==> config.mk <==
export PLATFORM = sky130hd
export DESIGN_NAME = ecliptic_fcompare
export DESIGN_NICKNAME = d
export VERILOG_FILES = /design/src/rtl/ecliptic_fcompare.sv
export SDC_FILE = /design/constraint.sdc
export NUM_CORES = 1
export LEC_CHECK = 0
export ABC_AREA = 1
export CELL_PAD_IN_SITES_DETAIL_PLACEMENT = 0
export CELL_PAD_IN_SITES_GLOBAL_PLACEMENT = 1
export CORE_MARGIN = 1.5
export CORE_UTILIZATION = 35
export CTS_CLUSTER_SIZE = 12
export DETAILED_ROUTE_END_ITERATION = 8
export GPL_TIMING_DRIVEN = 0
export HOLD_SLACK_MARGIN = 0.15
export PLACE_DENSITY = 0.69
export RECOVER_POWER = 100
export SYNTH_ARGS = -nofsm -noshare
export SYNTH_HDL_FRONTEND = slang
export SYNTH_SLANG_ARGS = --single-unit
==> constraint.sdc <==
create_clock -name clk -period 4.1 [get_ports clk]
set_input_delay 0.82 -clock clk [delete_from_list [all_inputs] [get_ports clk]]
set_output_delay 0.82 -clock clk [all_outputs]
set_load 0.1 [all_outputs]
==> src/rtl/ecliptic_fcompare.sv <==
// ecliptic_fcompare: single-precision compare / min-max unit (FEQ, FLT, FLE, FMIN, FMAX).
//
// A four-state sequencer (idle, classify, compare, done) accepts one operation per
// req/ack handshake. Operands are classified into the FPU's 10-bit class vector,
// ordered by sign-magnitude, and the result and invalid flag are registered.
//
// Ports:
//   clk   in   1   clock, all state on posedge
//   rst   in   1   asynchronous active-high reset
//   req   in   1   start request, sampled only while idle
//   op    in   3   000 FLE, 001 FLT, 010 FEQ, 100 FMIN, 101 FMAX, others illegal
//   src1  in  32   operand a (binary32)
//   src2  in  32   operand b (binary32)
//   res   out 32   compare result in bit 0, or min/max value
//   nv    out  1   invalid-operation flag, valid with ack
//   ack   out  1   one-cycle completion pulse
//   busy  out  1   high from accept through the ack cycle
module ecliptic_fcompare #(
    parameter logic [31:0] CANON_NAN = 32'h7fc00000
) (
    input  logic        clk,
    input  logic        rst,
    input  logic        req,
    input  logic [2:0]  op,
    input  logic [31:0] src1,
    input  logic [31:0] src2,
    output logic [31:0] res,
    output logic        nv,
    output logic        ack,
    output logic        busy
);

    localparam logic [2:0] OpFle  = 3'b000;
    localparam logic [2:0] OpFlt  = 3'b001;
    localparam logic [2:0] OpFeq  = 3'b010;
    localparam logic [2:0] OpFmin = 3'b100;
    localparam logic [2:0] OpFmax = 3'b101;

    // Class vector bit positions, msb..lsb.
    localparam int unsigned ClsQnan  = 9;
    localparam int unsigned ClsSnan  = 8;
    localparam int unsigned ClsPzero = 4;
    localparam int unsigned ClsNzero = 3;

    typedef enum logic [1:0] {StIdle, StClass, StCmp, StDone} state_t;

    state_t      state_q;
    logic [31:0] a_q, b_q;
    logic [2:0]  op_q;
    logic [9:0]  cls_a_q, cls_b_q;
    logic        lt_q, eq_q;

    logic [9:0]  cls_a_d, cls_b_d;
    logic        lt_d, eq_d;
    logic [31:0] res_d;
    logic        nv_d;

    function automatic logic [9:0] classify(input logic [31:0] x);
        logic        sign;
        logic [7:0]  expo;
        logic [22:0] frac;
        logic        exp_ones, exp_zero, frac_zero;
        logic [9:0]  c;
        sign      = x[31];
        expo      = x[30:23];
        frac      = x[22:0];
        exp_ones  = (expo == 8'hff);
        exp_zero  = (expo == 8'h00);
        frac_zero = (frac == 23'd0);
        c         = '0;
        c[9] = exp_ones & ~frac_zero & frac[22];
        c[8] = exp_ones & ~frac_zero & ~frac[22];
        c[7] = exp_ones & frac_zero & ~sign;
        c[6] = ~exp_ones & ~exp_zero & ~sign;
        c[5] = exp_zero & ~frac_zero & ~sign;
        c[4] = exp_zero & frac_zero & ~sign;
        c[3] = exp_zero & frac_zero & sign;
        c[2] = exp_zero & ~frac_zero & sign;
        c[1] = ~exp_ones & ~exp_zero & sign;
        c[0] = exp_ones & frac_zero & sign;
        return c;
    endfunction

    always_comb begin
        cls_a_d = classify(a_q);
        cls_b_d = classify(b_q);
    end

    // Raw order flags; NaN operands produce don't-care values masked later.
    logic both_zero;
    always_comb begin
        both_zero = (cls_a_q[ClsPzero] | cls_a_q[ClsNzero]) &
                    (cls_b_q[ClsPzero] | cls_b_q[ClsNzero]);
        eq_d = (a_q == b_q) | both_zero;
        lt_d = 1'b0;
        unique case ({a_q[31], b_q[31]})
            2'b00:   lt_d = (a_q[30:0] < b_q[30:0]);
            2'b11:   lt_d = (a_q[30:0] > b_q[30:0]);
            2'b10:   lt_d = ~both_zero;
            default: lt_d = 1'b0;
        endcase
    end

    // Result selection from registered class and order flags.
    logic a_nan, b_nan, any_nan, any_snan, zero_pair;
    logic lt_z, gt_z;
    always_comb begin
        a_nan     = cls_a_q[ClsQnan] | cls_a_q[ClsSnan];
        b_nan     = cls_b_q[ClsQnan] | cls_b_q[ClsSnan];
        any_nan   = a_nan | b_nan;
        any_snan  = cls_a_q[ClsSnan] | cls_b_q[ClsSnan];
        zero_pair = (cls_a_q[ClsPzero] | cls_a_q[ClsNzero]) &
                    (cls_b_q[ClsPzero] | cls_b_q[ClsNzero]);
        // Min/max ordering where -0 sorts below +0.
        lt_z = lt_q | (zero_pair & a_q[31] & ~b_q[31]);
        gt_z = (~lt_q & ~eq_q) | (zero_pair & ~a_q[31] & b_q[31]);
        res_d = 32'd0;
        nv_d  = 1'b0;
        case (op_q)
            OpFeq: begin
                res_d[0] = eq_q & ~any_nan;
                nv_d     = any_snan;
            end
            OpFlt: begin
                res_d[0] = lt_q & ~any_nan;
                nv_d     = any_nan;
            end
            OpFle: begin
                res_d[0] = (lt_q | eq_q) & ~any_nan;
                nv_d     = any_nan;
            end
            OpFmin, OpFmax: begin
                nv_d = any_snan;
                if (a_nan && b_nan) begin
                    res_d = CANON_NAN;
                end else if (a_nan) begin
                    res_d = b_q;
                end else if (b_nan) begin
                    res_d = a_q;
                end else if (op_q == OpFmin) begin
                    res_d = gt_z ? b_q : a_q;
                end else begin
                    res_d = lt_z ? b_q : a_q;
                end
            end
            default: begin
                res_d = 32'd0;
                nv_d  = 1'b0;
            end
        endcase
    end

    always_ff @(posedge clk or posedge rst) begin
        if (rst) begin
            state_q <= StIdle;
            a_q     <= '0;
            b_q     <= '0;
            op_q    <= '0;
            cls_a_q <= '0;
            cls_b_q <= '0;
            lt_q    <= 1'b0;
            eq_q    <= 1'b0;
            res     <= '0;
            nv      <= 1'b0;
            ack     <= 1'b0;
            busy    <= 1'b0;
        end else begin
            ack <= 1'b0;
            case (state_q)
                StIdle: begin
                    if (req) begin
                        a_q     <= src1;
                        b_q     <= src2;
                        op_q    <= op;
                        busy    <= 1'b1;
                        state_q <= StClass;
                    end else begin
                        // Clears busy the cycle after the ack pulse.
                        busy <= 1'b0;
                    end
                end
                StClass: begin
                    cls_a_q <= cls_a_d;
                    cls_b_q <= cls_b_d;
                    state_q <= StCmp;
                end
                StCmp: begin
                    lt_q    <= lt_d;
                    eq_q    <= eq_d;
                    state_q <= StDone;
                end
                StDone: begin
                    res     <= res_d;
                    nv      <= nv_d;
                    ack     <= 1'b1;
                    busy    <= 1'b1;
                    state_q <= StIdle;
                end
                default: state_q <= StIdle;
            endcase
        end
    end

endmodule

==> results of run 1 <==
==> flip-flops by register name, summed over array words and instances (netlist names) <==
| signal | cells |
|---|---|
| eq_q | 1 |
| cls_a_q | 4 |
| nv | 1 |
| ack | 1 |
| a_q | 32 |
| busy | 1 |
| lt_q | 1 |
| state_q | 2 |
| cls_b_q | 4 |
| b_q | 32 |
| op_q | 3 |
| res | 32 |
==> where the power goes <==
group | internal, mW | leakage, nW | switching, mW
Clock | 0.827 | 0.260 | 0.495
Sequential | 1.63 | 1.39 | 0.393
Combinational | 1.10 | 2.22 | 2.61
Total | 3.56 | 3.87 | 3.50
==> placed cells by master, fill, tap and decap left out, types with 2 or more instances in the layout <==
master,count
nand2_1,176
clkbuf_1,23
nor3_1,7
ha_1,40
nand4_1,15
dlygate4sd3_1,37
clkinv_2,4
clkbuf_16,17
nor4_1,9
a21oi_1,52
a21o_1,2
clkdlybuf4s50_1,67
o211ai_1,19
mux2_2,31
nor2_1,63
buf_6,5
nand3_1,32
clkbuf_8,4
or2_2,2
dfrtp_1,114
o21ai_0,15
o22ai_1,4
inv_1,68
==> per-stage QoR <==
step           std cells  setup slack (ns)  power, mW  cell area [sq um]
5_1_grt             1043             1.236      7.571               7831
3_3_place_gp        1011            -1.500      5.781               7351
3_5_place_dp        1012             1.177      5.847               7383
4_1_cts             1043             1.343      7.205               7910
2_1_floorplan        687            0.2643      4.786               6035
6_report            1043             1.302      7.057               7831
==> routing by layer <==
layer	GRT usage	routed length (um)	vias to the layer above
li1	-	-	2516
met2	0.3231	8090	146
met1	0.2781	8112	2512
met3	0.04271	866	16
met4	0.05137	195	0
met5	0	0	-
==> how the worst max path moves through the flow <==
stage          cells past startpoint                  end  slack (ns)
6_report                           1              res[19]        1.30
5_1_grt                            1              res[19]        1.24
4_1_cts                            1              res[30]        1.34
3_5_place_dp                       5  op_q[1]$_DFFE_PP0P_        1.18
3_3_place_gp                       2   a_q[1]$_DFFE_PP0P_       -1.50
2_1_floorplan                      1   a_q[0]$_DFFE_PP0P_        0.26
==> cell type report <==
type / count / area (sq um)
buffer: 24 / 127.6
clock buffer: 26 / 499.2
clock inverter: 5 / 27.53
fill: 1625 / 8870
inverter: 71 / 267.8
multi-input combinational: 478 / 2713
sequential: 114 / 2853
tap: 220 / 275.3
timing repair buffer: 105 / 1069
==> cells by family (layout without fill, tap and decap cells) <==
group / count (synthesis) / after routing / share of synthesized area
mux: 31 / 31 / 0.05785
fa+ha+maj: 40 / 40 / 0.08294
flops: 114 / 114 / 0.4727
simple gates: 311 / 311 / 0.2221
buf+inv: 95 / 231 / 0.06738
compound gates: 96 / 96 / 0.09703
==> flow_summary.json, run 1 <==
{
  "worstMarginPinSlew_ns": 1.886,
  "area_delta_synth_final_pct": 29.77,
  "postCtsSetupRepairBufs": 0,
  "cp.required_ns": 3.28,
  "min_period_over_period": 0.6824,
  "wl_per_cell_um": 16.55,
  "clockBufferDepth": 2,
  "synth_top_flop_cell": "dfrtp_1",
  "cts.sinks": 114,
  "synthCells": 687,
  "cap_viol_max_count": 1,
  "hp-class": "flip-flop to flip-flop",
  "vias": 5190,
  "worstHoldStart": "res[23]$_DFFE_PP0P_",
  "pin_count": 105,
  "rsz0062_at_grt": "no",
  "whs_endpoint": "res[23]$_DFFE_PP0P_",
  "synth_edf_count": 0,
  "drive_gt1_frac": 0.08870,
  "dr.pass1.iters": 5,
  "core_sq_um": 16700,
  "synth_area_leaders": "dfrtp_1 (47%), nand2_1 (11%), ha_1 (8.3%)",
  "grt_usage": 0.2017,
  "ys_seq_area_frac": 0.4727,
  "yosys.area.top_type": "dfrtp_1",
  "max_stage_delay_ns": 1.21,
  "ant_nets": 0,
  "violations": "capacitance limit, slew limit",
  "hold_ws_ns": 0.4730,
  "fin_crit_ns": 2.798,
  "start_util": 0.3613,
  "grt_max_degree": 76,
  "gp_congestion": 0.8689,
  "drt-total-wl_mm": 17.27,
  "cts-root-buf": "clkbuf_16",
  "slew_headroom": -0.2642,
  "yosysMostFrequentCell": "nand2_1",
  "fp.dieW_um": 134.3,
  "cp_top_family": "buffers and inverters",
  "grt_pass1_wl_mm": 27.95,
  "cts_resized": 0,
  "dieArea_sq_um": 18040,
  "syn-cell-area_sq_um": 6035,
  "ctsHoldBuffers": 0,
  "cts_made_buffers": 17,
  "crit_fanout": 2,
  "outcome": "complete, but fails checks",
  "cts_tree": "done",
  "finalClockSkew_ns": 0.006092,
  "critical_path_buf_inv_count": 1,
  "end_kind": "primary output",
  "routed_via_density": 4.976,
  "final_nets": 921,
  "synth_commonest_cells": "nand2_1 (175), dfrtp_1 (114), inv_1 (68)",
  "r2r_start": "state_q[0]$_DFFE_PP0P_",
  "yosysWarnings": 0,
  "clk_pin_slew_worst_paths_ns": 0.05,
  "worstSetupStartpointType": "flip-flop",
  "htree_levels": 4,
  "rows": 47,
  "synth_top_area_frac": 0.4727,
  "grt_pass1_vias": 5332,
  "holdPathStages": 2,
  "leakagePower_nw": 3.870,
  "slew_violations": 40,
  "crit_slowest_cell": "dlygate4sd3_1",
  "powerDensity_nw_per_um2": 901.1,
  "crit_start": "res[19]$_DFFE_PP0P_",
  "grt_overflow": 0,
  "syn_avg_cell_area_sq_um": 8.784,
  "final_core_util": 0.4689,
  "io_buffers": 104,
  "drc_errors": 0,
  "cp_cell_sequence": "dlygate4sd3_1",
  "hold_violations": 0,
  "finalSetupTns_ns": 0,
  "reg2reg_slack_ns": 1.75,
  "synthArstFlopShare": 1.000,
  "drt_iter0_drc": 400,
  "max_freq_mhz": 357.4,
  "crit_type": "flip-flop to primary output",
  "synth.ff_latch_count": 114,
  "antenna_found_initial": 0,
  "setup_violations": 0,
  "diodes": 0,
  "clk_latency_ns": 0.41,
  "arrival_ns": 1.98,
  "dp_hpwl_mm": 13.03,
  "ys_types": 38,
  "max-vdd-ir-drop_mv": 0.8271,
  "r2r_end": "b_q[1]$_DFFE_PP0P_",
  "synth_nets": 797,
  "chipHeight_um": 134.3,
  "r2r_cells": 6
}
Power figures use the tool's default switching activity.
==> run 2: changes to the inputs <==
--- a/config.mk
+++ b/config.mk
@@ -14,7 +14,7 @@
 export DETAILED_ROUTE_END_ITERATION = 8
 export GPL_TIMING_DRIVEN = 0
 export HOLD_SLACK_MARGIN = 0.15
-export PLACE_DENSITY = 0.69
+export PLACE_DENSITY = 0.71
 export RECOVER_POWER = 100
 export SYNTH_ARGS = -nofsm -noshare
 export SYNTH_HDL_FRONTEND = slang
==> constraint.sdc (replaced) <==
create_clock -name clk -period 2.4 [get_ports clk]
set_input_delay 0.48 -clock clk [delete_from_list [all_inputs] [get_ports clk]]
set_output_delay 0.48 -clock clk [all_outputs]
set_load 0.1 [all_outputs]
==> flow_summary.json, run 2 (same netlist as run 1, synthesis figures left out) <==
{
  "postCtsSetupRepairBufs": 0,
  "end_kind": "primary output",
  "regArea_sq_um": 2853,
  "dp_hpwl_mm": 13.34,
  "drt-total-wl_mm": 17.06,
  "outcome": "complete, no violations",
  "fin_crit_ns": 2.375,
  "layout_common_cells": "nand2_1 (176), dfrtp_1 (114), clkdlybuf4s50_1 (72)",
  "post-place-cells": 1014,
  "reg2reg_slack_ns": 0.21,
  "cts-root-buf": "clkbuf_16",
  "dieArea_sq_um": 18040,
  "core_sq_um": 16700,
  "final_common_cell": "nand2_1",
  "layout.cells.non_filler": 1044,
  "critical_path_buf_inv_count": 1,
  "final_nets": 923,
  "holdPathStages": 2,
  "wl_per_cell_um": 16.34,
  "grt_overflow": 0,
  "multi_input_area_sq_um": 2743,
  "r2r_cells": 10,
  "top_regs": "a_q: 32 flops, b_q: 32 flops, res: 32 flops",
  "cp_top_family": "buffers and inverters",
  "hold_violations": 0,
  "fillers": 1676,
  "crit_type": "flip-flop to primary output",
  "slew_violations": 0,
  "powerDensity_nw_per_um2": 1553,
  "clk_latency_ns": 0.42,
  "start_util": 0.3613,
  "ant_nets": 0,
  "grt_usage": 0.2016,
  "leakagePower_nw": 3.735,
  "ctsHoldBuffers": 0,
  "pin_count": 105,
  "antenna_found_initial": 0,
  "grt_max_degree": 39,
  "cts.sinks": 114,
  "io_buffers": 104,
  "max-vdd-ir-drop_mv": 0.7763,
  "worstMarginPinSlew_ns": 1.205,
  "rows": 47,
  "clockBufferDepth": 2,
  "cts_made_buffers": 17,
  "dr.pass1.iters": 4,
  "arrival_ns": 1.89,
  "crit_fanout": 2,
  "area_delta_synth_final_pct": 27.47,
  "cts_tree": "done",
  "worstHoldStart": "res[10]$_DFFE_PP0P_",
  "drive_gt1_frac": 0.1044,
  "diodes": 0,
  "crit_slowest_cell": "clkdlybuf4s50_1",
  "finalSetupTns_ns": 0,
  "setup_violations": 0,
  "cp_cell_sequence": "clkdlybuf4s50_1",
  "max_freq_mhz": 421.1,
  "rsz0062_at_grt": "no",
  "worstSetupStartpointType": "flip-flop",
  "routed_via_density": 4.968,
  "cp.required_ns": 1.92,
  "cts_resized": 14,
  "max_stage_delay_ns": 1.13,
  "r2r_end": "res[28]$_DFFE_PP0P_",
  "grt_pass1_wl_mm": 27.68,
  "drt_iter0_drc": 346,
  "finalClockSkew_ns": 0.01192,
  "whs_endpoint": "res[10]$_DFFE_PP0P_",
  "hp-class": "flip-flop to flip-flop",
  "htree_levels": 4,
  "cap_viol_max_count": 0,
  "drc_errors": 0,
  "slew_headroom": 0.1998,
  "vias": 5187,
  "fp.dieW_um": 134.3,
  "clk_pin_slew_worst_paths_ns": 0.05,
  "min_period_over_period": 0.9895,
  "grt_pass1_vias": 5350,
  "gp_congestion": 0.8772,
  "chipHeight_um": 134.3,
  "r2r_start": "a_q[31]$_DFFE_PP0P_"
}
## run 2: cell types whose count changed in the layout (fill, tap and decap cells not counted), sizes merged
cell / before / now
dlygate4sd3: 37 / 1
clkbuf: 44 / 74
clkdlybuf4s50: 67 / 72
buf: 7 / 8
bufinv: 0 / 1
clkinv: 5 / 6
clkinvlp: 2 / 1
## run 2: worst max-delay path by stage
stage | start | to | depth (start not counted)
2_1_floorplan | rst | a_q[0]$_DFFE_PP0P_ | 1
3_3_place_gp | rst | a_q[2]$_DFFE_PP0P_ | 2
3_5_place_dp | req | b_q[3]$_DFFE_PP0P_ | 5
4_1_cts | res[28]$_DFFE_PP0P_ | res[28] | 1
5_1_grt | res[10]$_DFFE_PP0P_ | res[10] | 1
6_report | res[24]$_DFFE_PP0P_ | res[24] | 1
## run 2: cell type report
| class | count | share of cell area |
|---|---|---|
| flip-flops and latches | 114 | 0.3709 |
| well taps | 220 | 0.03578 |
| inverters | 71 | 0.03481 |
| repair buffers | 107 | 0.1140 |
| plain buffers | 24 | 0.01692 |
| clock inverters | 6 | 0.007157 |
| clock buffers | 24 | 0.06392 |
| multi-input cells | 478 | 0.3565 |
## run 2: worst register-to-register path: cells and delay by family, from the launching register on
kind                   cells  cell delay [ns]
and+or+nand+nor            7             0.86
buffers and inverters      2             0.63
DFF                        1             0.47
AOI/OAI and AO/OA          1             0.17
## run 2: report_power, final
part           internal, mW  total, mW  switching (mW)
logic                  1.69       6.12            4.42
clock network          1.51       2.35           0.844
registers              2.78       3.48           0.695
## run 2: routing by layer
| metal | vias to the layer above | share of wire | GRT usage |
|---|---|---|---|
| met2 | 130 | 0.48 | 0.3362 |
| met5 | - | 0 | 0 |
| met1 | 2511 | 0.45 | 0.2672 |
| met4 | 0 | 0.016 | 0.06511 |
| li1 | 2529 | - | - |
| met3 | 17 | 0.051 | 0.03326 |
## run 2: through the flow
| step | total power, mW | util | hold WS [ns] | setup slack, ns | area (sq um) |
|---|---|---|---|---|---|
| floorplan | 8.177 | - | 0.4488 | 0.5346 | 6038 |
| global placement | 9.853 | 0.4404 | 0.4688 | -0.5957 | 7355 |
| detailed placement | 9.990 | 0.4440 | 0.4642 | -0.1699 | 7415 |
| CTS | 12.32 | 0.4757 | 0.4443 | 0.0004814 | 7944 |
| global route | 12.79 | 0.4606 | 0.4957 | 0.006448 | 7692 |
| finish | 11.95 | 0.4606 | 0.4770 | 0.02523 | 7692 |
==> patch 1 (config.mk and constraints of run 1) <==
Encoding of `state_t`: now one-hot (4 bits for 4 states).
--- a/src/rtl/ecliptic_fcompare.sv
+++ b/src/rtl/ecliptic_fcompare.sv
@@ -42,7 +42,7 @@
     localparam int unsigned ClsPzero = 4;
     localparam int unsigned ClsNzero = 3;
 
-    typedef enum logic [1:0] {StIdle, StClass, StCmp, StDone} state_t;
+    typedef enum logic [3:0] {StIdle = 4'b0001, StClass = 4'b0010, StCmp = 4'b0100, StDone = 4'b1000} state_t;
 
     state_t      state_q;
     logic [31:0] a_q, b_q;
Behaviour: no difference found for any inputs over 4 cycles, from zero or initial values and one cycle with rst high; so few cycles prove little.
==> patch 1 against run 1 <==
The run still ends with max-capacitance violations, max-slew violations left. Setup slack worse by 0.023 ns. Sequential power shrank 5%. Sequential cell count is 2 higher. Core utilization fell by 0.74 points. Clock power is 11% higher. Critical path depth is the same. Register-to-register slack worse by 0.24 ns. Largest power group unchanged. Synthesized area is 2.4% higher. Design area grew 1.9%. Routed wire length grew 0.84%. Power down 6.4%.
==> patch 1: results (changes against run 1) <==
- CTS Buf Count: 17 (unchanged)
- Nets: 973 (+5.6%)
- Placed cell areas: 7530 µm² (+2.0%)
- Clock skew: 0.0123 ns (+0.00622 ns)
- Non-Filler Cell Area, Final: 7980 µm² (+1.9%)
- Seq/Total Area, Yosys: 47.0% (-0.26 points)
- Worst Hold End: res[28]$_DFFE_PP0P_
- Largest net degree at the start of global routing: 68 (-11%)
- FF-to-FF path depth: 8 (+2)
- Share of layout cells above drive strength 1: 6.48% (-2.4 points)
- Wire length per cell: 15.8 µm (-4.8%)
- Post-synthesis adder-cell area fraction: 7.09% (-1.2 points)
- Max-cap violations: 1 (unchanged)
- H-tree depth: 4 (unchanged)
- Worst R2R End: res[31]$_DFFE_PP0P_
- Worst-path fanout max: 2 (unchanged)
- First-pass DRT Iterations: 4 (-1)
- Power of the clock network: 1.47 mW (+11%)
- Initial DRC Count: 267 (-33%)
- Vias: 5331 (+2.7%)
- CTS root buffer: clkbuf_16
- Vias in the first global route: 5450 (+2.2%)
- Outcome: finished, violations left
- Complex-gate fraction of the synthesized area: 12.9% (+3.2 points)
- Synth area leaders: dfrtp_1 (47%), nand2_1 (14%), ha_1 (7.1%), inv_1 (5.8%), o21ai_0 (5.8%)
- Clock Power Share: 22.2% (+3.5 points)
- Starting Density: 35.7% (-0.42 points)
- Synth cell types: 34 (-11%)
- Routability cong.: 0.820 (-5.6%)
- FILL cells: 1743 (+7.3%)
- GRT Util Overall: 20.2% (+0.081 points)
- Comb power: 3.22 mW (-13%)
- Worst Hold Path Cells: 2 (unchanged)
- Failing checks: max-capacitance violations, max-slew violations
- DP Wirelength: 13000 µm (about the same)
- VDD IR max: 0.000333 V (-60%)
- CP peak stage delay: 1.22 ns
- Async SR Flop Fraction: 100% (unchanged)
- First-pass GRT wire length: 28400 µm (+1.7%)
- Input/output buffers: 104 (unchanged)
- Synth Net Count: 849 (+6.5%)
- Crit path DAT: 2.00 ns (+0.02 ns)
- FF-to-FF Start: state_q[0]$_DFFE_PP1P_
- Xor/xnor share of the synthesized area: 0% (unchanged)
- Worst hold start: res[28]$_DFFE_PP0P_
- WHS: 0.472 ns (-0.000595 ns)
- Slew Viols, Final: 50 (+25%)
- Synth cell count leaders: nand2_1 (235), dfrtp_1 (115), inv_1 (95)
- Sw Pwr: 3.11 mW (-11%)
- R2R Setup Slk: 1.51 ns (-0.24 ns)
- Antenna violations before repair: 0 (unchanged)
- Clock slew at reported path FFs: 0.06 ns
- Mux share of post-synthesis cell area: 0% (-5.8 points)
- Leakage: 3.93 nW (+1.6%)
- Slew headroom: -55.7% (-29 points)
patch 1: cell types whose count changed after synthesis, moves of 7 or more:
cell      delta
a21oi_1     -34
inv_1       +27
mux2_2      -31
nand2_1     +60
nand3_1      +7
nor2_1      -33
o211ai_1    -14
o211ai_2    +17
o21ai_0     +57
patch 1: area by class of cell:
type                    instances  share of cell area (%)
flip-flops and latches        116                    36.4
multi-input cells             501                    32.8
repair buffers                105                    13.4
clock buffers                  24                    6.54
inverters                     101                    4.76
well taps                     225                    3.53
plain buffers                  26                    1.76
clock inverters                 7                   0.878
patch 1: stage by stage:
stage / worst slack [ns] / instances
after detailed placement: 1.44 / 1074
after global routing: 1.15 / 1105
after global placement: -1.53 / 1073
after floorplan: 0.209 / 744
after CTS: 1.32 / 1105
final: 1.28 / 1105
patch 1: how the worst max path moves through the flow:
stage	startpoint	end	slack, ns	cells past startpoint
floorplan	rst	a_q[0]$_DFFE_PP0P_	0.21	1
finish	res[19]$_DFFE_PP0P_	res[19]	1.28	1
global route	rst	res[17]$_DFFE_PP0P_	1.15	2
global placement	rst	res[25]$_DFFE_PP0P_	-1.53	2
detailed placement	req	b_q[13]$_DFFE_PP0P_	1.44	7
CTS	res[19]$_DFFE_PP0P_	res[19]	1.32	1
patch 1: kinds of logic (layout without fill, tap and decap cells):
group / count (synthesis) / in the layout
adder cells (fa/ha/maj): 35 / 35
flip-flops: 116 / 116
AO/OA/AOI/OAI: 122 / 122
AND/OR/NAND/NOR: 344 / 344
buffers and inverters: 127 / 263
patch 1: per-layer routing:
metal  global-route usage [%]  wire, µm  up-vias
met5                        0         0        -
met4                     7.03       272        0
met3                     3.43       732       20
met2                     31.7      7860      105
met1                     28.4      8540     2544
li1                         -         -     2662
==> patch 2 (settings of run 1) <==
Without the edit above. Set the parameter `CANON_NAN` to 32'h3fe00000 (it was 32'h7fc00000).
--- a/src/rtl/ecliptic_fcompare.sv
+++ b/src/rtl/ecliptic_fcompare.sv
@@ -16,7 +16,7 @@
 //   ack   out  1   one-cycle completion pulse
 //   busy  out  1   high from accept through the ack cycle
 module ecliptic_fcompare #(
-    parameter logic [31:0] CANON_NAN = 32'h7fc00000
+    parameter logic [31:0] CANON_NAN = 32'h3fe00000
 ) (
     input  logic        clk,
     input  logic        rst,
Check against the original RTL: not equivalent (a bounded check fails within 10 cycles, from zero or initial values and one cycle with rst high).
==> patch 2 against run 1 <==
The flow still finishes with violations (max-capacitance violations, max-slew violations). Sequential cell count did not move. Design area rose by 0.40%. Setup slack got worse by 0.010 ns. Power barely moved. Synthesized area rose by 1.3%. Routed wire length fell by 2.4%. Fmax fell by 0.37%. Clock power barely moved. Critical path type unchanged. Highest routed layer unchanged.
==> patch 2: results (changes against run 1) <==
- Outcome: finished, violations left
- Failing checks: max-capacitance violations, max-slew violations
- Slowest-stage cell, CP: dlygate4sd3_1
- Synth area leaders: dfrtp_1 (47%), nand2_1 (11%), ha_1 (8.2%), mux2_2 (5.7%), a21oi_1 (4.2%)
- Slew Viols, Final: 35 (-13%)
- VDD IR max: 0.000532 V (-36%)
- Cell taking the most area after synthesis: dfrtp_1
- Synth cell types: 36 (-5.3%)
- FF-to-FF path depth: 9 (+3)
- Largest registers: a_q (32), b_q (32), res (32)
- FF-to-FF Start: a_q[31]$_DFFE_PP0P_
- Worst R2R End: res[20]$_DFFE_PP0P_
- Hold Path Class: register to register
- Non-Filler Instances: 1048 (+0.48%)
- Worst Setup EP: res[19]
- Period utilisation layout: 68.5% (+0.26 points)
- Clock skew: 0.00894 ns (+0.00285 ns)
- Most used DFF post-synth: dfrtp_1
- Synth Net Count: 797 (unchanged)
- First-pass GRT wire length: 27700 µm (-0.99%)
- Post-CTS Setup Bufs: 0 (unchanged)
- Async SR Flop Fraction: 100% (unchanged)
- DP Wirelength: 12700 µm (-2.5%)
- Xor/xnor share of the synthesized area: 0% (unchanged)
- Max-cap violations: 1 (unchanged)
- Clock slew at reported path FFs: 0.05 ns (about the same)
- Share of layout cells above drive strength 1: 9.60% (+0.73 points)
- Least-Margin Pin Slew: 1.63 ns (-0.257 ns)
- Placed cell areas: 7470 µm² (+1.2%)
- Vias: 5112 (-1.5%)
- Seq/Total Area, Yosys: 46.6% (-0.63 points)
- Synth cell count leaders: nand2_1 (175), dfrtp_1 (114), inv_1 (68)
- Mux share of post-synthesis cell area: 5.71% (-0.077 points)
- Wire length per cell: 16.1 µm (-2.9%)
- Worst setup path start: res[19]$_DFFE_PP0P_
- Routability cong.: 0.863 (-0.67%)
- Post-synth EDFFs: 0 (unchanged)
- Crit path DAT: 1.99 ns
- GRT Util Overall: 19.9% (-0.26 points)
- Post-Place Setup Slack: 1.36 ns (+0.183 ns)
- Clock Tree Buf Depth: 2 (unchanged)
- Initial DRC Count: 281 (-30%)
- Largest net degree at the start of global routing: 81 (+6.6%)
- Leakage: 3.89 nW (+0.45%)
- Setup violators final: 0 (unchanged)
- Post-synthesis adder-cell area fraction: 8.18% (-0.11 points)
- Vias in the first global route: 5285 (-0.88%)
- First-pass DRT Iterations: 4 (-1)
- Input/output buffers: 104 (unchanged)
- Hold_buf cts: 0 (unchanged)
- Syn Area/Cell: 8.90 µm² (+1.3%)
- Post_cts resized: 0 (unchanged)
- Complex-gate fraction of the synthesized area: 10.7% (+1.0 points)
- H-tree depth: 4 (unchanged)
- R2R Setup Slk: 1.57 ns (-0.18 ns)
- CTS Buf Count: 17 (unchanged)
==> patch 2: layout make-up <==
class,instances,area [µm²]
flip-flops and latches,114,2850
repair buffers,105,1070
multi-input cells,478,2750
clock inverters,6,30.0
inverters,71,268
plain buffers,24,120
fillers,1724,9310
well taps,225,282
clock buffers,25,495
==> patch 2: worst min path at each step <==
stage                            start                  to  cells past startpoint
global route        res[5]$_DFFE_PP0P_  res[5]$_DFFE_PP0P_                      2
CTS                 res[2]$_DFFE_PP0P_  res[2]$_DFFE_PP0P_                      2
global placement      busy$_DFFE_PP0P_    busy$_DFFE_PP0P_                      2
detailed placement  res[3]$_DFFE_PP0P_  res[3]$_DFFE_PP0P_                      2
finish              res[2]$_DFFE_PP0P_  res[2]$_DFFE_PP0P_                      2
floorplan             lt_q$_DFFE_PP0P_    lt_q$_DFFE_PP0P_                      2
==> patch 2: cell families (layout without fill, tap and decap cells) <==
| group | Yosys count | in the layout |
|---|---|---|
| compound gates | 96 | 96 |
| mux | 31 | 31 |
| flops | 114 | 114 |
| fa+ha+maj | 40 | 40 |
| buf+inv | 95 | 231 |
| simple gates | 311 | 311 |
==> patch 2: tightest hold or removal path, delay by kind of cell (launching register included) <==
kind | cells | cell delay [ns]
flip-flops | 1 | 0.33
AND/OR/NAND/NOR | 2 | 0.10
==> patch 2: metal layers <==
layer	up-vias	GRT usage, %	routed length, µm
met4	0	6.51	240
met1	2460	27.3	8140
met2	109	31.5	7740
li1	2525	-	-
met5	-	0	0
met3	18	4.15	730
==> patch 2: stage by stage <==
stage | utilization, % | hold slack [ns]
final | 45.8 | 0.472
after global placement | 43.3 | 0.465
after global routing | 45.8 | 0.504
after CTS | 46.6 | 0.484
after detailed placement | 43.5 | 0.466
after floorplan | - | 0.449
==> patch 2: power by group <==
part	total (mW)	leakage (nW)	internal [mW]	switching, mW
clock network	1.32	0.266	0.824	0.497
registers	2.03	1.39	1.63	0.405
logic	3.70	2.23	1.10	2.60
